<file path="src/rtl/bitstream_window_buffer.sv">
// Bit-level window buffer feeding the Exp-Golomb decoder: packs 16-bit words
// into a 32-bit MSB-aligned buffer and exposes the oldest 16 bits as a window.
module bitstream_window_buffer (
   input  logic        clk,
   input  logic        reset,
   input  logic [15:0] in_data,
   input  logic        in_valid,
   output logic        in_ready,
   input  logic        consume_valid,
   input  logic [4:0]  consume_len,
   input  logic        sync_clear,
   output logic [15:0] window,
   output logic        window_valid,
   output logic [5:0]  fill_level,
   output logic [15:0] bit_pos,
   output logic        proto_err
);

   // Handshake: a word transfers on a rising edge where in_valid && in_ready.
   // in_ready is decoded from registered fill and sync_clear only, so the
   // decoder's consume request never combinationally gates the source.

   logic [31:0] buf_reg;
   logic [5:0]  fill;
   logic [15:0] pos_reg;
   logic        err_reg;

   logic        len_legal;
   logic        consume_ok;
   logic        consume_bad;
   logic [4:0]  acc_len;
   logic        load;
   logic [31:0] shifted;
   logic [31:0] loaded;
   logic [31:0] buf_next;
   logic [5:0]  fill_after;
   logic [5:0]  fill_next;
   logic [15:0] pos_next;
   logic        err_next;

   assign window       = buf_reg[31:16];
   assign window_valid = (fill >= 6'd16);
   assign fill_level   = fill;
   assign bit_pos      = pos_reg;
   assign proto_err    = err_reg;
   assign in_ready     = (fill <= 6'd16) && !sync_clear;

   // Consume is applied first; the incoming word lands directly behind the
   // bits that survive the shift, so both can happen on one edge.
   always_comb begin
      len_legal   = (consume_len <= 5'd16);
      consume_ok  = consume_valid && window_valid && len_legal;
      consume_bad = consume_valid && !(window_valid && len_legal);
      acc_len     = consume_ok ? consume_len : 5'd0;
      load        = in_valid && in_ready;
      shifted     = buf_reg << acc_len;
      fill_after  = fill - {1'b0, acc_len};
      loaded      = {in_data, 16'h0000} >> fill_after;
      buf_next    = load ? (shifted | loaded) : shifted;
      fill_next   = load ? (fill_after + 6'd16) : fill_after;
      pos_next    = pos_reg + {11'd0, acc_len};
      err_next    = err_reg | consume_bad;
   end

   always_ff @(posedge clk or posedge reset) begin
      if (reset) begin
         buf_reg <= 32'h0;
         fill    <= 6'd0;
         pos_reg <= 16'h0;
         err_reg <= 1'b0;
      end else if (sync_clear) begin
         buf_reg <= 32'h0;
         fill    <= 6'd0;
         pos_reg <= 16'h0;
         err_reg <= 1'b0;
      end else begin
         buf_reg <= buf_next;
         fill    <= fill_next;
         pos_reg <= pos_next;
         err_reg <= err_next;
      end
   end

endmodule

</file>
<file path="config.mk">
export PLATFORM = sky130hd
export DESIGN_NAME = bitstream_window_buffer
export DESIGN_NICKNAME = d
export VERILOG_FILES = /design/src/rtl/bitstream_window_buffer.sv
export SDC_FILE = /design/constraint.sdc
export NUM_CORES = 1
export LEC_CHECK = 0
export BUFFER_PORTS_ARGS = -buffer_cell sky130_fd_sc_hd__buf_2
export CAP_MARGIN = 20
export CORE_UTILIZATION = 40
export CTS_CLUSTER_SIZE = 16
export DETAILED_ROUTE_END_ITERATION = 12
export SLEW_MARGIN = 40
export SYNTH_ARGS = -nofsm -noshare
export SYNTH_HDL_FRONTEND = slang
export SYNTH_SLANG_ARGS = --single-unit
</file>
<file path="constraint.sdc">
create_clock -name clk -period 9.4 [get_ports clk]
set_input_delay 1.88 -clock clk [delete_from_list [all_inputs] [get_ports clk]]
set_output_delay 1.88 -clock clk [all_outputs]
set_load 0.01 [all_outputs]
</file>
; After elaboration in Yosys (flattened, before gate mapping)
; Cells that the tools add are included.
[word_totals]
word_cells = 29
in_bits = 26
regBits = 55
[classes]
muxes = 7
magnitude_cmp = 3
n_addsub = 3
n_reduce_logical = 8
n_bitwise = 2
shift = 2
[op_table]
columns = op, n
row1 = $mux W32, 2
row2 = $or A32 B32 Y32, 1
row3 = $shl A32 B5 Y32, 1
row4 = $shr A32 B6 Y32, 1
row5 = $add A16 B5 Y16, 1
row6 = $mux W16, 1
row7 = $mux W6, 2
row8 = $add A6 B5 Y6 const B, 1
row9 = $ge A6 B5 Y1 const B, 1
row10 = $le A6 B5 Y1 const B, 1
row11 = $logic_and A1 B1 Y1, 6
row12 = $sub A6 B5 Y6, 1
row13 = $le A5 B5 Y1 const B, 1
row14 = $mux W5, 1
row15 = $logic_not A1 Y1, 2
row16 = $mux W1, 1
row17 = $or A1 B1 Y1, 1

; Longest topological paths before layout
; Gate-level depths: netlist (run 1).
[logic_depth]
word_depth = 9
depth_mapped = 16

; Worst setup path after synthesis (run 1)
; No wires, ideal clock.
[synth_timing]
path_kind = input to register
startpoint = in consume_valid
endpoint = reg buf_reg[8]
arrival_ps = 4923
path_stages = 14
setup_time_ps = 120
path_slack_ps = 4357
path_cell_list = nor2b_1 -> buf_4 -> nand3_1 -> inv_1 -> clkbuf_1 -> fa_1 -> buf_2 -> or3b_2 -> a31oi_1 -> a211o_1 -> a31oi_1 -> mux2_2 -> a22o_1 -> a31o_2
[synth_between]
elab_chain_cells = 8
[synth_rtl]
columns = element, line_no
row1 = "start, declared", 9  ; input logic consume_valid,
row2 = $logic_and A1 B1 Y1 (*) (2 in series), 52  ; consume_ok = consume_valid && window_valid && len_legal;
row3 = $mux W5 (*), 54  ; acc_len = consume_ok ? consume_len : 5'd0;
row4 = $sub A6 B5 Y6, 57  ; fill_after = fill - {1'b0, acc_len};
row5 = $shr A32 B6 Y32, 58  ; loaded = {in_data, 16'h0000} >> fill_after;
row6 = $or A32 B32 Y32, 59  ; buf_next = load ? (shifted | loaded) : shifted;
row7 = $mux W32 (*), 59
row8 = $mux W32 (*), 71  ; end else if (sync_clear) begin
row9 = "end signal, assigned", 77  ; buf_reg <= buf_next;
row10 = "end, declared", 23  ; logic [31:0] buf_reg;
; Mark *: on every way between the ends. The rest lies on a longest branch, timed or not.

; Worst setup path in the final report (run 1)
[layout_timing]
startpoint = in consume_len[0]
endpoint = reg buf_reg[1]
[layout_between]
elab_chain_cells = 8
[layout_rtl]
columns = element, line_no
row1 = "start, declared", 10  ; input logic [4:0] consume_len,
row2 = $le A5 B5 Y1, 51  ; len_legal = (consume_len <= 5'd16);
row3 = $logic_and A1 B1 Y1, 52
row4 = $mux W5 (*), 54
row5 = $sub A6 B5 Y6, 57
row6 = $shr A32 B6 Y32, 58
row7 = $or A32 B32 Y32, 59
row8 = $mux W32 (*), 59
row9 = $mux W32 (*), 71
; Marks and branches as above.

==> results of run 1 <==
[area by class of cell]
type	count	area (µm²)
inverters	29	113
flip-flops and latches	55	1380
well taps	211	264
repair buffers	85	488
clock inverters	3	27.5
clock buffers	5	125
fillers	1544	8480
multi-input cells	622	4390
[placed cells by master (no fill, tap or decap), drive strengths merged, types with 9 or more instances in the layout]
| cell | netlist | final |
|---|---|---|
| buf | 51 | 85 |
| nand2 | 57 | 57 |
| dfrtp | 55 | 55 |
| nor2 | 54 | 54 |
| o21ai | 48 | 48 |
| a21oi | 39 | 39 |
| nand3 | 37 | 37 |
| inv | 27 | 29 |
| nor3 | 26 | 26 |
| nand4 | 20 | 20 |
| mux2i | 20 | 20 |
| o211ai | 19 | 19 |
| nor3b | 19 | 19 |
| mux2 | 16 | 16 |
| a31oi | 15 | 15 |
| nor4 | 14 | 14 |
| o31ai | 14 | 14 |
| o2111ai | 13 | 13 |
| o32ai | 12 | 12 |
| ha | 12 | 12 |
| mux4 | 12 | 12 |
| a211oi | 10 | 10 |
| o22ai | 10 | 10 |
| a32oi | 9 | 9 |
| nor2b | 9 | 9 |
| xor2 | 9 | 9 |
[through the flow]
step           instance area (µm²)  total power, mW
2_1_floorplan                 6290             1.22
3_3_place_gp                  6600             1.54
3_5_place_dp                  6610             1.53
4_1_cts                       6760             1.74
5_1_grt                       6780             1.88
6_report                      6780             1.78
[final timing paths]
| kind | start | endpoint | slack, ns | depth (start not counted) |
|---|---|---|---|---|
| min | proto_err | proto_err | 0.52 | 2 |
| min in group asynchronous | reset | fill_level[0] | 1.56 | 3 |
| max | consume_len[0] | buf_reg[1] | 3.78 | 13 |
| min reg2reg | proto_err | proto_err | 0.52 | 2 |
| max reg2reg | fill_level[4] | buf_reg[1] | 4.73 | 14 |
| max in group asynchronous | reset | proto_err | 7.33 | 4 |
[layer usage]
| metal | global-route usage (%) | part of all wire [%] | vias to the layer above |
|---|---|---|---|
| met5 | 0 | 0 | - |
| met4 | 9.31 | 2.9 | 0 |
| met1 | 38.4 | 43 | 3320 |
| met2 | 45.3 | 45 | 376 |
| li1 | - | - | 3085 |
| met3 | 4.90 | 8.2 | 53 |
[power by group]
part,internal (mW),switching (mW),leakage [nW]
clock,0.102,0.104,0.0719
sequential,0.298,0.0847,0.751
combinational,0.417,0.771,1.93
total,0.816,0.959,2.75
[worst reg2reg max path, delay by kind of cell, from the launching register on]
family                   cells  cell delay [ns]
AND/OR/NAND/NOR              4             0.89
adder cells (fa/ha/maj)      1             0.70
AO/OA/AOI/OAI                4             0.91
buffers and inverters        4             1.21
multiplexers                 1             0.35
flip-flops                   1             0.45
[kinds of logic after synthesis]
kind of cell / synth area share [%]
AO/OA/AOI/OAI: 30.2
XOR/XNOR: 2.23
adder cells (fa/ha/maj): 3.34
buffers and inverters: 8.75
flip-flops: 21.9
multiplexers: 10.4
AND/OR/NAND/NOR: 23.2
==> qor.csv, run 1 <==
metric,value,unit
max_freq,0.178,GHz
maxCapViolations,0,
area_delta_synth_final,7.75,%
fp-row-count,45,
syn_area,6290,µm²
fin_skew,0.00787,ns
layout_setup_ws,3.78,ns
core_area,15300,µm²
cp_slowest_stage_delay,0.65,ns
gr-total-overflow,0,
grt_max_degree,56,
final_antenna_net_count,0,
slew_viol_final,0,
first_iter_violations,871,
cts_buffers,5,
drc_errors,0,
leakage,2.75,nW
synth_common_cells,"nand2_1 (57), dfrtp_1 (55), nor2_1 (52), o21ai_0 (44)",
finalHoldViolations,0,
hold_ws,0.524,ns
diodes,0,
groute.usage.overall,28.2,%
yosysTopAreaCell,dfrtp_1,
cp_num_buf_inv,3,
drive_above_1_share,17.8,%
seq_area_frac_synth,21.9,%
slowest_stage,fa_1,
layout.nets,839,
netlist-cell-type-count,83,
hold_class,reg -> reg,
cp.arrival,5.78,ns
grt_pass1_vias,6171,
crit_chain,buf_2 -> and2b_2 -> nand3_4 -> clkinv_2 -> fa_1 -> buf_4 -> or3b_2 -> a2111oi_0 -> a211oi_1 -> nand3_1 -> o21ai_0 -> mux2i_1 -> o21ai_0,
clkLatencyLatePin,0.31,ns
post_cts.repair.setup_buffers,0,
grt_first_pass_wirelength,35700,µm
die_width,127,µm
routed_wl,23000,µm
max_slew_margin,48.0,%
ys.flop_type,dfrtp_1,
hpwl,16400,µm
avgViaCountPerCell,6.77,
cts_tree,done,
required,9.56,ns
start_util,41.2,%
dp_cells,1001,
clk_pin_slew,0.08,ns
wl_per_cell,22.8,µm
rsz0062_at_grt,false,
synth_edf_count,0,
port_buffers,66,
yosys_warnings,0,
vias,6834,
worst_pin_slew,0.771,ns
stdcell_count,1010,
syn_nets,837,
status,finished clean,
cts_buffer_depth,2,
async_reset_ff_share,100,%
setup_viol,0,
synth_seq_cells,55,
min_period,5.62,ns
ys_top_cells_by_area,"dfrtp_1 (22%), mux4_2 (3.9%), o21ai_0 (3.5%)",
avgSynthCellArea,7.91,µm²
synth.top_cell.area_share,21.9,%
cts_num_sinks,55,
largest_reg_flops,32,
final.setup.tns,0,ns
cpMostUsedCell,o21ai_0,
place.gp.congestion,0.984,
die_y,127,µm
finalCritPeriodShare,59.8,%
cp_max_fo,32,
crit_path_end_kind,flip-flop,
cp_top_family,simple AND/OR/NAND/NOR gates,
p_per_area,262,nW/µm²
startpoint_type,input port,
hold_buffers,0,
synthCells,796,
cts_resized,0,
irDropWorstVdd,174,µV
dp_slack,3.64,ns
antenna_found_initial,0,
clock-root-buffer,clkbuf_16,
fin_util,44.4,%
worstSetupPathType,in -> reg,
drtPass1Iterations,9,
num_io_pins,67,
h-tree-depth,2,
dieArea,16200,µm²
synth_most_common_cell,nand2_1,
Note: power is estimated with default switching activity, not from simulation.
==> run 2, diff against run 1 <==
==> constraint.sdc (replaced) <==
create_clock -name clk -period 4.7 [get_ports clk]
set_input_delay 0.94 -clock clk [delete_from_list [all_inputs] [get_ports clk]]
set_output_delay 0.94 -clock clk [all_outputs]
set_load 0.01 [all_outputs]
==> qor.csv, run 2 (synthesis gave the netlist of run 1 again) <==
metric,value,unit,change
num_io_pins,67,,unchanged
die_y,127,µm,unchanged
hold_ws,0.547,ns,+0.0233 ns
dp_cells,1013,,+1.2%
max_slew_margin,47.4,%,-0.62 points
clk_pin_slew,0.08,ns,about the same
n_fill_cell,1548,,+0.26%
r2r_slack,1.06,ns,-3.67 ns
fp-row-count,45,,unchanged
slew_viol_final,0,,unchanged
routed_wl,24300,µm,+5.7%
layout_common_cells,"buf_2 (66), nand2_1 (57), dfrtp_1 (55), nor2_1 (52), o21ai_0 (44)",,
min-delay-start,proto_err,,
crit_path_start,consume_len[0],,
crit_path_end_kind,flip-flop,,
place.gp.congestion,0.965,,-1.9%
startpoint_type,input port,,
cp_slowest_stage_delay,0.54,ns,-0.11 ns
hold_class,reg -> reg,,
h-tree-depth,2,,unchanged
antenna_found_initial,0,,unchanged
clkLatencyLatePin,0.31,ns,about the same
drc_errors,0,,unchanged
wl_per_cell,23.8,µm,+4.5%
port_buffers,66,,unchanged
diodes,0,,unchanged
hpwl,17800,µm,+8.2%
grt_first_pass_wirelength,37900,µm,+6.2%
post_cts.repair.setup_buffers,0,,unchanged
die_width,127,µm,unchanged
required,4.84,ns,-4.72 ns
status,finished clean,,
irDropWorstVdd,363,µV,+110%
dieArea,16200,µm²,unchanged
max_freq,0.255,GHz,
cts_tree,done,,
final.setup.tns,0,ns,unchanged
start_util,41.2,%,unchanged
slowest_stage,o21ai_0,,
cts_buffer_depth,2,,unchanged
clock-root-buffer,clkbuf_16,,
first_iter_violations,721,,-17%
layout.nets,850,,+1.3%
cts_buffers,5,,unchanged
avgViaCountPerCell,6.80,,+0.56%
min_period,3.93,ns,
crit_chain,buf_2 -> and2b_2 -> nand3_4 -> clkinv_2 -> fa_1 -> buf_12 -> nor3b_1 -> o2111ai_1 -> nand2_1 -> a31oi_1 -> mux2_2 -> o21ai_0 -> o221ai_1,,
grt_pass1_vias,6468,,+4.8%
area_delta_synth_final,8.97,%,
drive_above_1_share,18.6,%,+0.87 points
maxCapViolations,0,,unchanged
cp.arrival,4.07,ns,-1.71 ns
rsz0062_at_grt,false,,
groute.usage.overall,30.1,%,+1.9 points
worst_pin_slew,0.780,ns,+0.00915 ns
cts_num_sinks,55,,unchanged
cp_max_fo,57,,+78%
r2r-start,fill_level[4],,
final_antenna_net_count,0,,unchanged
gr-total-overflow,0,,unchanged
core_area,15300,µm²,unchanged
vias,6947,,+1.7%
p_per_area,529,nW/µm²,+100%
worstSetupPathType,in -> reg,,
multi_input_area,4380,µm²,-0.14%
finalCritPeriodShare,83.6,%,
hold_buffers,0,,unchanged
largest_reg_flops,32,,unchanged
cp_num_buf_inv,3,,unchanged
fin_skew,0.00920,ns,+0.00134 ns
final_common_cell,buf_2,,
finalHoldViolations,0,,unchanged
setup_viol,0,,unchanged
cp_top_family,compound AO/OA/AOI/OAI gates,,
drtPass1Iterations,6,,-3
final-seq-area,1380,µm²,unchanged
cts_resized,0,,unchanged
leakage,2.81,nW,+1.9%
stdcell_count,1021,,+1.1%
grt_max_degree,58,,+3.6%
## run 2: changes by cell type in the layout (fill, tap and decap cells not counted), sizes merged
cell / delta
inv: -1
buf: +11
clkinv: +1
## run 2: report_power, final
group	internal, mW	total (mW)	switching [mW]
logic	0.871	2.47	1.59
clock network	0.203	0.402	0.199
registers	0.595	0.761	0.166
total	1.67	3.63	1.96
## run 2: worst paths after layout
kind / endpoint / cells past startpoint
min in group asynchronous: fill_level[0] / 2
setup / recovery: buf_reg[7] / 13
setup reg to reg: buf_reg[7] / 13
max in group asynchronous: buf_reg[7] / 3
hold reg to reg: proto_err / 2
hold / removal: proto_err / 2
## run 2: final cells by class
type                            instances  share of cell area, %
Multi-Input combinational cell        622                   63.9
Clock buffer                            5                   1.82
Inverter                               29                   1.68
Tap cell                              211                   3.85
Clock inverter                          3                  0.401
Timing Repair Buffer                   96                   8.28
Sequential cell                        55                   20.1
## run 2: layer usage
metal  vias to the layer above  wire [µm]  track usage (%)  part of all wire, %
met4                         0        744             10.1                  3.1
met3                        61       2240             5.61                  9.2
met5                         -          0                0                    0
li1                       3094          -                -                    -
met2                       409      10700             45.3                   44
met1                      3383      10600             43.2                   44
## run 2: tightest hold or removal path, cell delays in order, from the launching register on
cell and delay (ns):
dfrtp_1 0.37, a21oi_1 0.05, nor2_1 0.09
## run 2: per-stage QoR
stage,area (µm²),worst slack [ns],power [mW],util (%)
2_1_floorplan,6290,0.597,2.43,-
3_3_place_gp,6700,0.549,3.17,43.9
3_5_place_dp,6710,0.566,3.15,43.9
4_1_cts,6860,0.869,3.57,44.9
5_1_grt,6860,0.635,3.84,44.9
6_report,6860,0.771,3.63,44.9
==> run 3, diff against run 2 <==
==> constraint.sdc (replaced) <==
create_clock -name clk -period 3.8 [get_ports clk]
set_input_delay 0.76 -clock clk [delete_from_list [all_inputs] [get_ports clk]]
set_output_delay 0.76 -clock clk [all_outputs]
set_load 0.01 [all_outputs]
==> qor.csv, run 3 (synthesis gave the netlist of run 1 again) <==
metric,value,unit,change
cp_max_fo,21,,-63%
hold_class,in -> async,,
hold_buffers,0,,unchanged
cp_slowest_stage_delay,0.47,ns,-0.07 ns
diodes,0,,unchanged
leakage,2.95,nW,+5.1%
wl_per_cell,22.6,µm,-5.1%
grt_first_pass_wirelength,37300,µm,-1.6%
hold_ws,0.483,ns,-0.0637 ns
avgViaCountPerCell,6.72,,-1.2%
clock-root-buffer,clkbuf_16,,
clkLatencyLatePin,0.30,ns,about the same
grt_max_degree,50,,-14%
switchingPower,2.44,mW,+25%
maxCapViolations,0,,unchanged
groute.usage.overall,29.4,%,-0.77 points
worst_pin_slew,0.658,ns,-0.122 ns
status,finished clean,,
power.internal,2.20,mW,+32%
startpoint_type,input port,,
grt_pass1_vias,6489,,+0.32%
num_io_pins,67,,unchanged
irDropWorstVdd,463,µV,+27%
cts_buffers,5,,unchanged
cts_buffer_depth,2,,unchanged
min_period,3.63,ns,
vias,7047,,+1.4%
first_iter_violations,882,,+22%
max_freq,0.275,GHz,
final_common_cell,buf_2,,
dp_slack,-0.101,ns,-0.667 ns
finalCritPeriodShare,95.7,%,
port_buffers,66,,unchanged
rsz0062_at_grt,false,,
antenna_found_initial,0,,unchanged
place.gp.congestion,0.995,,+3.0%
clk_pin_slew,0.08,ns,about the same
p_comb_share,68.8,%,+0.8 points
layout.nets,877,,+3.2%
clockPowerShare,10.9,%,-0.2 points
layout_setup_ws,0.165,ns,-0.606 ns
slew_viol_final,0,,unchanged
worst_r2r_path_depth,13,,unchanged
n_fill_cell,1528,,-1.3%
p_total,4.64,mW,+28%
final_antenna_net_count,0,,unchanged
cts_num_sinks,55,,unchanged
crit_path_start,consume_len[0],,
die_y,127,µm,unchanged
die_width,127,µm,unchanged
post_cts.repair.setup_buffers,0,,unchanged
fin_skew,0.00648,ns,-0.00273 ns
p_seq_share,20.3,%,-0.7 points
start_util,41.2,%,unchanged
slowest_stage,a2111oi_0,,
drive_above_1_share,21.3,%,+2.6 points
cp_top_family,compound AO/OA/AOI/OAI gates,,
p_per_area,655,nW/µm²,+24%
finalHoldViolations,0,,unchanged
cts_tree,done,,
hpwl,17900,µm,+0.42%
largest_reg_flops,32,,unchanged
cp_num_buf_inv,3,,unchanged
required,3.97,ns,-0.87 ns
area_delta_synth_final,12.7,%,
core_area,15300,µm²,unchanged
switching_share,52.6,%,-1.3 points
r2r-start,fill_level[4],,
max_slew_margin,55.8,%,+8.4 points
fp-row-count,45,,unchanged
drc_errors,0,,unchanged
final.setup.tns,0,ns,unchanged
gr-total-overflow,0,,unchanged
setup_viol,0,,unchanged
worstSetupPathType,in -> reg,,
cp_num_cells,13,,unchanged
dieArea,16200,µm²,unchanged
crit_chain,buf_2 -> and2b_2 -> nand3_4 -> clkinv_2 -> fa_1 -> buf_4 -> or3b_1 -> a2111oi_0 -> a211o_1 -> a31oi_1 -> mux2_2 -> mux2i_1 -> o22ai_1,,
drtPass1Iterations,6,,unchanged
cp.arrival,3.81,ns,-0.26 ns
h-tree-depth,2,,unchanged
routed_wl,23700,µm,-2.5%
layout_common_cells,"buf_2 (66), nand2_1 (57), dfrtp_1 (55), buf_4 (54), nor2_1 (52)",,
crit_path_end_kind,flip-flop,,
==> run 3: cell types whose count changed in the layout (fill, tap and decap cells not counted) <==
cell | previous run | this run
inv_2 | 1 | 2
clkinvlp_4 | 1 | 0
a2111oi_0 | 3 | 1
inv_8 | 1 | 0
inv_6 | 0 | 2
a2111oi_1 | 0 | 2
buf_4 | 29 | 54
inv_4 | 2 | 1
buf_12 | 1 | 3
clkinv_4 | 1 | 0
clkinv_8 | 0 | 1
==> run 3: area by class of cell <==
cell class	instances	area, µm²	area share (%)
sequential	55	1380	19.4
clock inverter	3	33.8	0.476
tap	211	264	3.72
multi-input combinational	622	4380	61.8
timing repair buffer	123	796	11.2
clock buffer	5	125	1.76
inverter	29	113	1.59
==> run 3: worst paths after layout <==
path,slack [ns],end
min in group clk,0.53,proto_err
hold reg to reg,0.53,proto_err
setup / recovery,0.17,buf_reg[0]
max in group asynchronous,2.64,buf_reg[4]
hold / removal,0.48,fill_level[0]
setup reg to reg,0.19,buf_reg[0]
==> run 3: power by group through the flow <==
| stage | combinational, mW | sequential [mW] | clock (mW) |
|---|---|---|---|
| after floorplan | 2.13 | 0.877 | 0 |
| after global placement | 3.11 | 0.937 | 0 |
| after detailed placement | 3.10 | 0.946 | 0 |
| after CTS | 3.11 | 0.934 | 0.511 |
| after global routing | 3.44 | 0.958 | 0.531 |
| final | 3.19 | 0.943 | 0.508 |
==> run 3: worst reg2reg max path, stage by stage (launching register included) <==
cell and delay, ns:
dfrtp_1 0.47, nor2_2 0.22, inv_4 0.08, nand3_1 0.11
inv_1 0.07, fa_1 0.44, buf_4 0.21, or3b_1 0.39
a2111oi_0 0.47, a211o_1 0.15, a31oi_1 0.08, mux2_2 0.33
mux2i_1 0.30, o22ai_1 0.15
==> run 3: per-stage QoR <==
stage | instance area, µm² | util (%) | cells
finish | 7090 | 46.5 | 1048
global route | 7090 | 46.5 | 1048
CTS | 7090 | 46.5 | 1048
detailed placement | 6930 | 45.4 | 1040
global placement | 6930 | 45.4 | 1040
floorplan | 6290 | - | 796
==> run 3: what timing repair did <==
item,CTS,global route
hold endpoints to repair,0,0
gates resized for setup,0,2
endpoints found under the setup margin,0,3
==> run 3: layer usage <==
| layer | global-route usage [%] | vias up | wire length, µm |
|---|---|---|---|
| met3 | 3.98 | 46 | 2040 |
| li1 | - | 3147 | - |
| met5 | 0 | - | 0 |
| met2 | 44.9 | 420 | 10600 |
| met4 | 8.26 | 0 | 560 |
| met1 | 42.9 | 3434 | 10500 |
